### src/rtl/pemstat_upd_arb.sv
// MAC statistics update sequencer/arbiter: expands RX/TX stat vectors into counter
// read-modify-write cycles and serves host reads on one store port. Option macro: PEMSTAT_CLR_ON_RD_EN.
module pemstat_upd_arb #(
  parameter int unsigned CNT_W      = 31,
  parameter int unsigned ADDR_W     = 6,
  parameter int unsigned STARVE_MAX = 8
) (
  input  logic              clk,
  input  logic              rst_n,
  input  logic              rx_vld_i,
  output logic              rx_rdy_o,
  input  logic [15:0]       rx_len_i,
  input  logic [3:0]        rx_flags_i,
  input  logic              tx_vld_i,
  output logic              tx_rdy_o,
  input  logic [15:0]       tx_len_i,
  input  logic [3:0]        tx_flags_i,
  input  logic              host_req_i,
  input  logic [ADDR_W-1:0] host_addr_i,
  output logic              host_ack_o,
  output logic [31:0]       host_rdata_o,
  output logic [ADDR_W-1:0] st_addr_o,
  output logic              st_rd_o,
  input  logic [CNT_W-1:0]  st_rdata_i,
  output logic              st_wr_o,
  output logic [CNT_W-1:0]  st_wdata_o,
  output logic              busy_o
);

  localparam int unsigned LEN_W   = 16;
  localparam int unsigned DATA_W  = 32;
  localparam int unsigned NUPD    = 5;
  localparam int unsigned IDX_W   = 3;
  localparam int unsigned OCT_IDX = 1;
  localparam int unsigned STV_W   = $clog2(STARVE_MAX + 1);
  localparam logic [ADDR_W-1:0] RX_BASE = ADDR_W'(8'h00);
  localparam logic [ADDR_W-1:0] TX_BASE = ADDR_W'(8'h10);

  typedef enum logic [2:0] {
    S_IDLE,
    S_VRD,
    S_VWR,
    S_HRD,
    S_HACK
`ifdef PEMSTAT_CLR_ON_RD_EN
    , S_HCLR
`endif
  } state_e;

  state_e             state_q, state_d;
  logic [NUPD-1:0]    pend_q, pend_d;
  logic [LEN_W-1:0]   len_q, len_d;
  logic               tx_q, tx_d;
  logic [STV_W-1:0]   starve_q, starve_d;

  logic [IDX_W-1:0]   upd_idx;
  logic [ADDR_W-1:0]  upd_addr;
  logic [CNT_W-1:0]   upd_inc;
  logic [NUPD-1:0]    pend_rest;
  logic               vec_req;
  logic               host_win;
  logic               unused_flag0;

  // Flag bit 0 carries no counter.
  assign unused_flag0 = rx_flags_i[0] ^ tx_flags_i[0];

  // Pending update bits: [0] frames, [1] octets, [2] mcast, [3] bcast, [4] errors; lowest goes next.
  always_comb begin
    upd_idx = '0;
    for (int i = NUPD - 1; i >= 0; i--) begin
      if (pend_q[i]) upd_idx = IDX_W'(i);
    end
  end

  assign upd_addr  = (tx_q ? TX_BASE : RX_BASE) + ADDR_W'(upd_idx);
  assign upd_inc   = (upd_idx == IDX_W'(OCT_IDX)) ? CNT_W'(len_q) : CNT_W'(1);
  assign pend_rest = pend_q & ~(NUPD'(1) << upd_idx);
  assign vec_req   = rx_vld_i | tx_vld_i;
  assign host_win  = host_req_i & (~vec_req | (starve_q == STV_W'(STARVE_MAX)));

  always_comb begin
    state_d      = state_q;
    pend_d       = pend_q;
    len_d        = len_q;
    tx_d         = tx_q;
    starve_d     = starve_q;
    rx_rdy_o     = 1'b0;
    tx_rdy_o     = 1'b0;
    host_ack_o   = 1'b0;
    host_rdata_o = '0;
    st_addr_o    = '0;
    st_rd_o      = 1'b0;
    st_wr_o      = 1'b0;
    st_wdata_o   = '0;
    busy_o       = (state_q != S_IDLE);

    case (state_q)
      S_IDLE: begin
        if (host_win) begin
          starve_d = '0;
          state_d  = S_HRD;
        end else if (vec_req) begin
          rx_rdy_o = rx_vld_i;
          tx_rdy_o = ~rx_vld_i;
          tx_d     = ~rx_vld_i;
          len_d    = rx_vld_i ? rx_len_i : tx_len_i;
          pend_d   = {(rx_vld_i ? rx_flags_i[3:1] : tx_flags_i[3:1]), 2'b11};
          if (host_req_i) starve_d = starve_q + STV_W'(1);
          state_d  = S_VRD;
        end
      end
      S_VRD: begin
        st_rd_o   = 1'b1;
        st_addr_o = upd_addr;
        state_d   = S_VWR;
      end
      S_VWR: begin
        st_wr_o    = 1'b1;
        st_addr_o  = upd_addr;
        st_wdata_o = st_rdata_i + upd_inc;
        pend_d     = pend_rest;
        state_d    = (pend_rest == '0) ? S_IDLE : S_VRD;
      end
      S_HRD: begin
        st_rd_o   = 1'b1;
        st_addr_o = host_addr_i;
`ifdef PEMSTAT_CLR_ON_RD_EN
        state_d   = S_HCLR;
`else
        state_d   = S_HACK;
`endif
      end
      S_HACK: begin
        host_ack_o   = 1'b1;
        host_rdata_o = DATA_W'(st_rdata_i);
        state_d      = S_IDLE;
      end
`ifdef PEMSTAT_CLR_ON_RD_EN
      // Return the pre-clear value while zeroing the counter in the same cycle.
      S_HCLR: begin
        st_wr_o      = 1'b1;
        st_addr_o    = host_addr_i;
        st_wdata_o   = '0;
        host_ack_o   = 1'b1;
        host_rdata_o = DATA_W'(st_rdata_i);
        state_d      = S_IDLE;
      end
`endif
      default: state_d = S_IDLE;
    endcase
  end

  always_ff @(posedge clk or negedge rst_n) begin
    if (!rst_n) begin
      state_q  <= S_IDLE;
      pend_q   <= '0;
      len_q    <= '0;
      tx_q     <= 1'b0;
      starve_q <= '0;
    end else begin
      state_q  <= state_d;
      pend_q   <= pend_d;
      len_q    <= len_d;
      tx_q     <= tx_d;
      starve_q <= starve_d;
    end
  end

endmodule

### config.mk
export PLATFORM = sky130hd
export DESIGN_NAME = pemstat_upd_arb
export DESIGN_NICKNAME = d
export VERILOG_FILES = /design/src/rtl/pemstat_upd_arb.sv
export SDC_FILE = /design/constraint.sdc
export NUM_CORES = 1
export LEC_CHECK = 0
export BUFFER_PORTS_ARGS = -buffer_cell sky130_fd_sc_hd__buf_4
export CAP_MARGIN = 20
export CORE_MARGIN = 2
export CORE_UTILIZATION = 52
export DETAILED_ROUTE_END_ITERATION = 12
export HOLD_SLACK_MARGIN = 0.15
export MAX_ROUTING_LAYER = met4
export PLACE_DENSITY = 0.95
export SLEW_MARGIN = 20
export SYNTH_ARGS = -nofsm -noshare
export SYNTH_HDL_FRONTEND = slang
export SYNTH_SLANG_ARGS = --single-unit
### constraint.sdc
create_clock -name clk -period 5.7 [get_ports clk]
set_input_delay 0.285 -clock clk [delete_from_list [all_inputs] [get_ports clk]]
set_output_delay 0.285 -clock clk [all_outputs]
set_load 0.005 [all_outputs]
; ---- Word level (Yosys, flattened, before mapping)
; Index checks and enable logic that the tools add are counted.
[op_classes]
magnitude_cmp = 0
reduce_logical = 11
n_div = 0
n_mux = 31
eq_ne = 9
n_mul = 0
shifts = 1
bitwise = 8
n_addsub = 3
[ops]
columns = operator, n
row1 = two-way mux 31 bit, 2
row2 = two-way mux 16 bit, 2
row3 = adder 31 x 16 -> 31 bit, 1
row4 = two-way mux 3 bit, 8
row5 = two-way mux 5 bit, 3
row6 = two-way mux 4 bit, 3
row7 = one-hot mux 3 bit (4 select lines), 1
row8 = one-hot mux 6 bit (2 select lines), 1
row9 = two-way mux 1 bit, 10
row10 = one-hot mux 5 bit (2 select lines), 1
row11 = AND reduction 3 bit, 3
row12 = adder 5 x 3 -> 6 bit, 1
row13 = "== test 3 x 1 -> 1 bit, second input constant", 2
row14 = "== test 3 x 2 -> 1 bit, second input constant", 2
row15 = nonzero test 2 bit, 3
row16 = AND 5 bit, 1
row17 = logical NOT 5 bit, 1
row18 = NOT 5 bit, 1
row19 = "<< shifter 1 x 3 -> 5 bit, first input constant", 1
row20 = "adder 4 x 1 -> 4 bit, second input constant", 1
row21 = "== test 4 bit, second input constant", 1
row22 = "!= test 2 bit, second input constant", 2
row23 = OR reduction 2 bit, 2
row24 = "== test 3 bit, second input constant", 1
row25 = other kinds (6), 9
[word_totals]
ff_bits = 29
romBits = 0
word_cells = 68
latch_bits = 0
inputBits = 82
memories = 0
mem_bits_rw = 0

; ---- Logic depth before layout (Yosys ltp)
[depth]
word_depth = 11
depth_mapped = 11

; ---- Worst setup path before layout
; OpenSTA, ideal clock, no wires.
[synth_timing]
path_kind = reg2out
from = register pend_q[0]
to = output port st_wdata_o[14]
path_buffers = 0
t_required_ns = 5.415
t_arrival_ns = 2.533
path_slack_ns = 2.882
path_stages_with_launch = 11
cell_sequence = dfrtp_1 nor2b_1 nand2b_1 ha_1 fa_1 a211oi_2 o21ai_2 o221a_1 o41ai_2 xor2_1 nor2_1
[synth_between]
elab_chain_len = 5
[synth_rtl]
columns = item, line
row1 = start: declaration, 51  ; logic [NUPD-1:0] pend_q, pend_d;
row2 = start signal: assignment, 162  ; pend_q <= pend_d;
row3 = two-way mux 3 bit, 71  ; if (pend_q[i]) upd_idx = IDX_W'(i);
row4 = == test 3 x 1 -> 1 bit, 76  ; assign upd_inc = (upd_idx == IDX_W'(OCT_IDX)) ? CNT_W'(len_q) : CNT_W'(1);
row5 = two-way mux 16 bit, 76
row6 = adder 31 x 16 -> 31 bit, 120  ; st_wdata_o = st_rdata_i + upd_inc;
row7 = two-way mux 31 bit, 97  ; case (state_q)
row8 = end: declaration, 26  ; output logic [CNT_W-1:0] st_wdata_o,
; Every way passes these cells.

; ---- Worst setup path in the final report
; Same ends and word-level chain as after synthesis.

==> results by group <==
Synthesis
  • EDFF count, synth: 0
  • Synthesized Nets: 555
  • Seq cells post-synth: 29
  • Ranking of synthesized cells by area: dfrtp_1, and2_1, mux2i_1, ha_1, nand2_1
  • Cell with the most instances after synthesis: and2_1
  • Mapped Avg Cell Area: 7.54 µm²
  • Main synth FF type: dfrtp_1
  • Post-Synthesis Cells: 454
  • Synth top cells by count: and2_1, nand2_1, nor2_1, o21ai_0, dfrtp_1
  • YS warnings: 0
  • Sequential share of the synthesized area: 21.2%
  • Post-synth cell types: 63
  • Asr flop ratio synth: 100%
  • Yosys top cell by area: dfrtp_1
  • Yosys top cell area share: 21.2%
  • Synth Cell Area: 0.00342 mm²

Global routing
  • Congestion Overflow GR: 0
  • Largest net degree at the start of global routing: 37
  • Initial antenna violation count: 0
  • First-pass GRT wire length: 16700 µm
  • Overall Global Routing Usage: 28.6%
  • Vias in the first global route: 3633

Die
  • Row count: 29
  • CORE AREA: 0.00635 mm²
  • Die W: 85.1 µm
  • Starting Density: 53.9%
  • I/O pin total: 157
  • DIE AREA: 0.00725 mm²
  • Die Ht: 85.1 µm

STA
  • WHS: 0.282 ns
  • RSZ-0062 raised after global routing: false
  • Setup TNS: 0 ns
  • Max-slew violation count: 0
  • Clock Skew: 0.00389 ns
  • Final Hold Viols: 0
  • Max Clk Rate: 0.254 GHz
  • Rel. slew slack: 30.6%
  • Min Tclk post-route: 3.93 ns
  • Least-Margin Pin Slew: 1.04 ns
  • Finish-stage setup viols: 0
  • Period utilization: 69.0%

Critical path
  • Crit-path leading delay family: compound AO/OA/AOI/OAI gates
  • Worst reg2reg path startpoint: state_q[0]
  • Worst EP required: 5.41 ns
  • Critical path's slowest cell: nor2b_1
  • Critical Path AT: 3.65 ns
  • Critical Path Source: pend_q[0]
  • Setup Crit Path Kind: register to output pin
  • Worst setup EP type: output pin
  • Crit path buffers/inverters: 1
  • Critical Path Max Stage Delay: 0.59 ns
  • Critical-path cell list: nor2b_1, nand2b_1, ha_1, fa_1, a211oi_2, o21ai_2, o221a_1, o41ai_2, xor2_1, nor2_1, buf_4
  • CP Launch Type: register
  • Worst Path Max Fanout: 16

Clock tree
  • CTS tree: built
  • Setup bufs post-CTS: 0
  • Clock buffer count from CTS: 5
  • CTS root buf: clkbuf_8
  • Reg clk slew, reported paths: 0.06 ns
  • Clock latency on the worst-skew pair: 0.28 ns
  • H-tree lvl count: 2
  • Clock Tree Buf Depth: 2
  • CTS Sinks: 29

Placed design
  • Placer Congestion: 0.899
  • Port bufs: 153
  • Dpl hpwl: 8200 µm
  • Cells after DPL: 660

Pwr
  • Power Density: 373 mW/mm²
  • Leakage: 2.35 nW
  • Max rail drop VDD: 340 µV

Hold path
  • Hold Path Class: input pin to register
  • HP Start: tx_len_i[3]

Finish
  • Diodes inserted: 0
  • Layout Cells excl Fill: 669
  • Nets: 692
  • P&R area growth vs syn: 36.9%
  • Share of cells above drive strength 1: 30.7%

Run
  • Max_cap viols: 0

Run status
  • Outcome: finished clean

Detailed routing
  • Routed len/inst: 15.6 µm
  • DRC: 0
  • Initial DRT Pass Iterations: 5
  • Final wirelength: 10400 µm
  • Final ANT Viol Nets: 0
  • Vias per Instance: 5.94
  • DRT iter0 DRCs: 193
  • Via count: 3975
-- sequential cells by signal, summed over array words and instances, names as in the netlist --
signal / count
starve_q: 4
len_q: 16
tx_q: 1
pend_q: 5
state_q: 3
-- power breakdown --
group          internal, mW  total (mW)  switching [mW]  leakage, nW
clock network         0.109       0.186          0.0774       0.0542
registers             0.304       0.403          0.0995        0.359
logic                 0.521        1.16           0.635         1.93
-- worst register-to-register path: cells and delay by family (launching register included) --
family / cells / cell delay, ns
buf+inv: 1 / 0.77
flops: 1 / 0.51
simple gates: 3 / 1.03
-- final timing paths --
kind                                        to  slack (ns)  depth (start not counted)
worst max-delay path            st_wdata_o[14]        1.77                         11
worst min-delay path                  len_q[3]        0.28                          3
worst max register to register       pend_q[0]        3.24                          4
worst min register to register        len_q[3]        0.48                          2
max in group asynchronous            len_q[12]        4.97                          2
min in group asynchronous          starve_q[0]        0.46                          2
-- area by class of cell --
cell class / instances / area [µm²]
Clock buffer: 7 / 96.3
Clock inverter: 1 / 5.00
Fill cell: 481 / 1670
Inverter: 15 / 56.3
Multi-Input combinational cell: 385 / 2540
Sequential cell: 29 / 726
Tap cell: 77 / 96.3
Timing Repair Buffer: 155 / 1170
-- per-layer routing --
metal  global-route usage (%)  vias to the layer above  part of all wire [%]  routed length [µm]
li1                         -                     1903                     -                   -
met1                     33.4                     1866                    39                4120
met2                     52.1                      188                    52                5410
met3                     2.82                       18                   6.7                 697
met4                     7.79                        0                   2.0                 204
met5                        -                        -                     0                   0
-- stage by stage --
step	utilization [%]	total power [mW]	area (µm²)	setup WS [ns]
finish	73.8	1.75	4680	1.77
global route	73.8	1.89	4680	1.55
CTS	73.6	1.73	4680	1.79
detailed placement	71.9	1.53	4560	2.11
global placement	71.9	1.47	4560	2.24
floorplan	-	1.13	3420	2.88
-- cells in the final DEF, fill, tap and decap left out, types with 8 or more instances in the layout --
cell type,count
buf_4,154
mux2i_1,26
and2_1,51
o21ai_0,31
nor3_1,15
inv_1,15
ha_1,18
and3_1,9
dfrtp_1,29
o21ai_1,13
nand2_1,44
nand3_1,8
nand4_1,10
a21oi_1,26
nor2_1,36
-- cell families after synthesis --
group | after synthesis | synth area share [%]
AOI/OAI and AO/OA | 127 | 25.1
xor gates and xnor gates | 10 | 2.56
adders and majority gates | 19 | 7.17
buffers and inverters | 40 | 5.01
DFF | 29 | 21.2
muxes | 29 | 8.59
other | 1 | 0.110
and+or+nand+nor | 199 | 30.3
-- what timing repair did --
| action | CTS | global route |
|---|---|---|
| hold endpoints to repair | 29 | 0 |
| gates resized for setup | 0 | 0 |
| hold buffers | 1 | 0 |
Note: power is estimated with default switching activity, not from simulation.
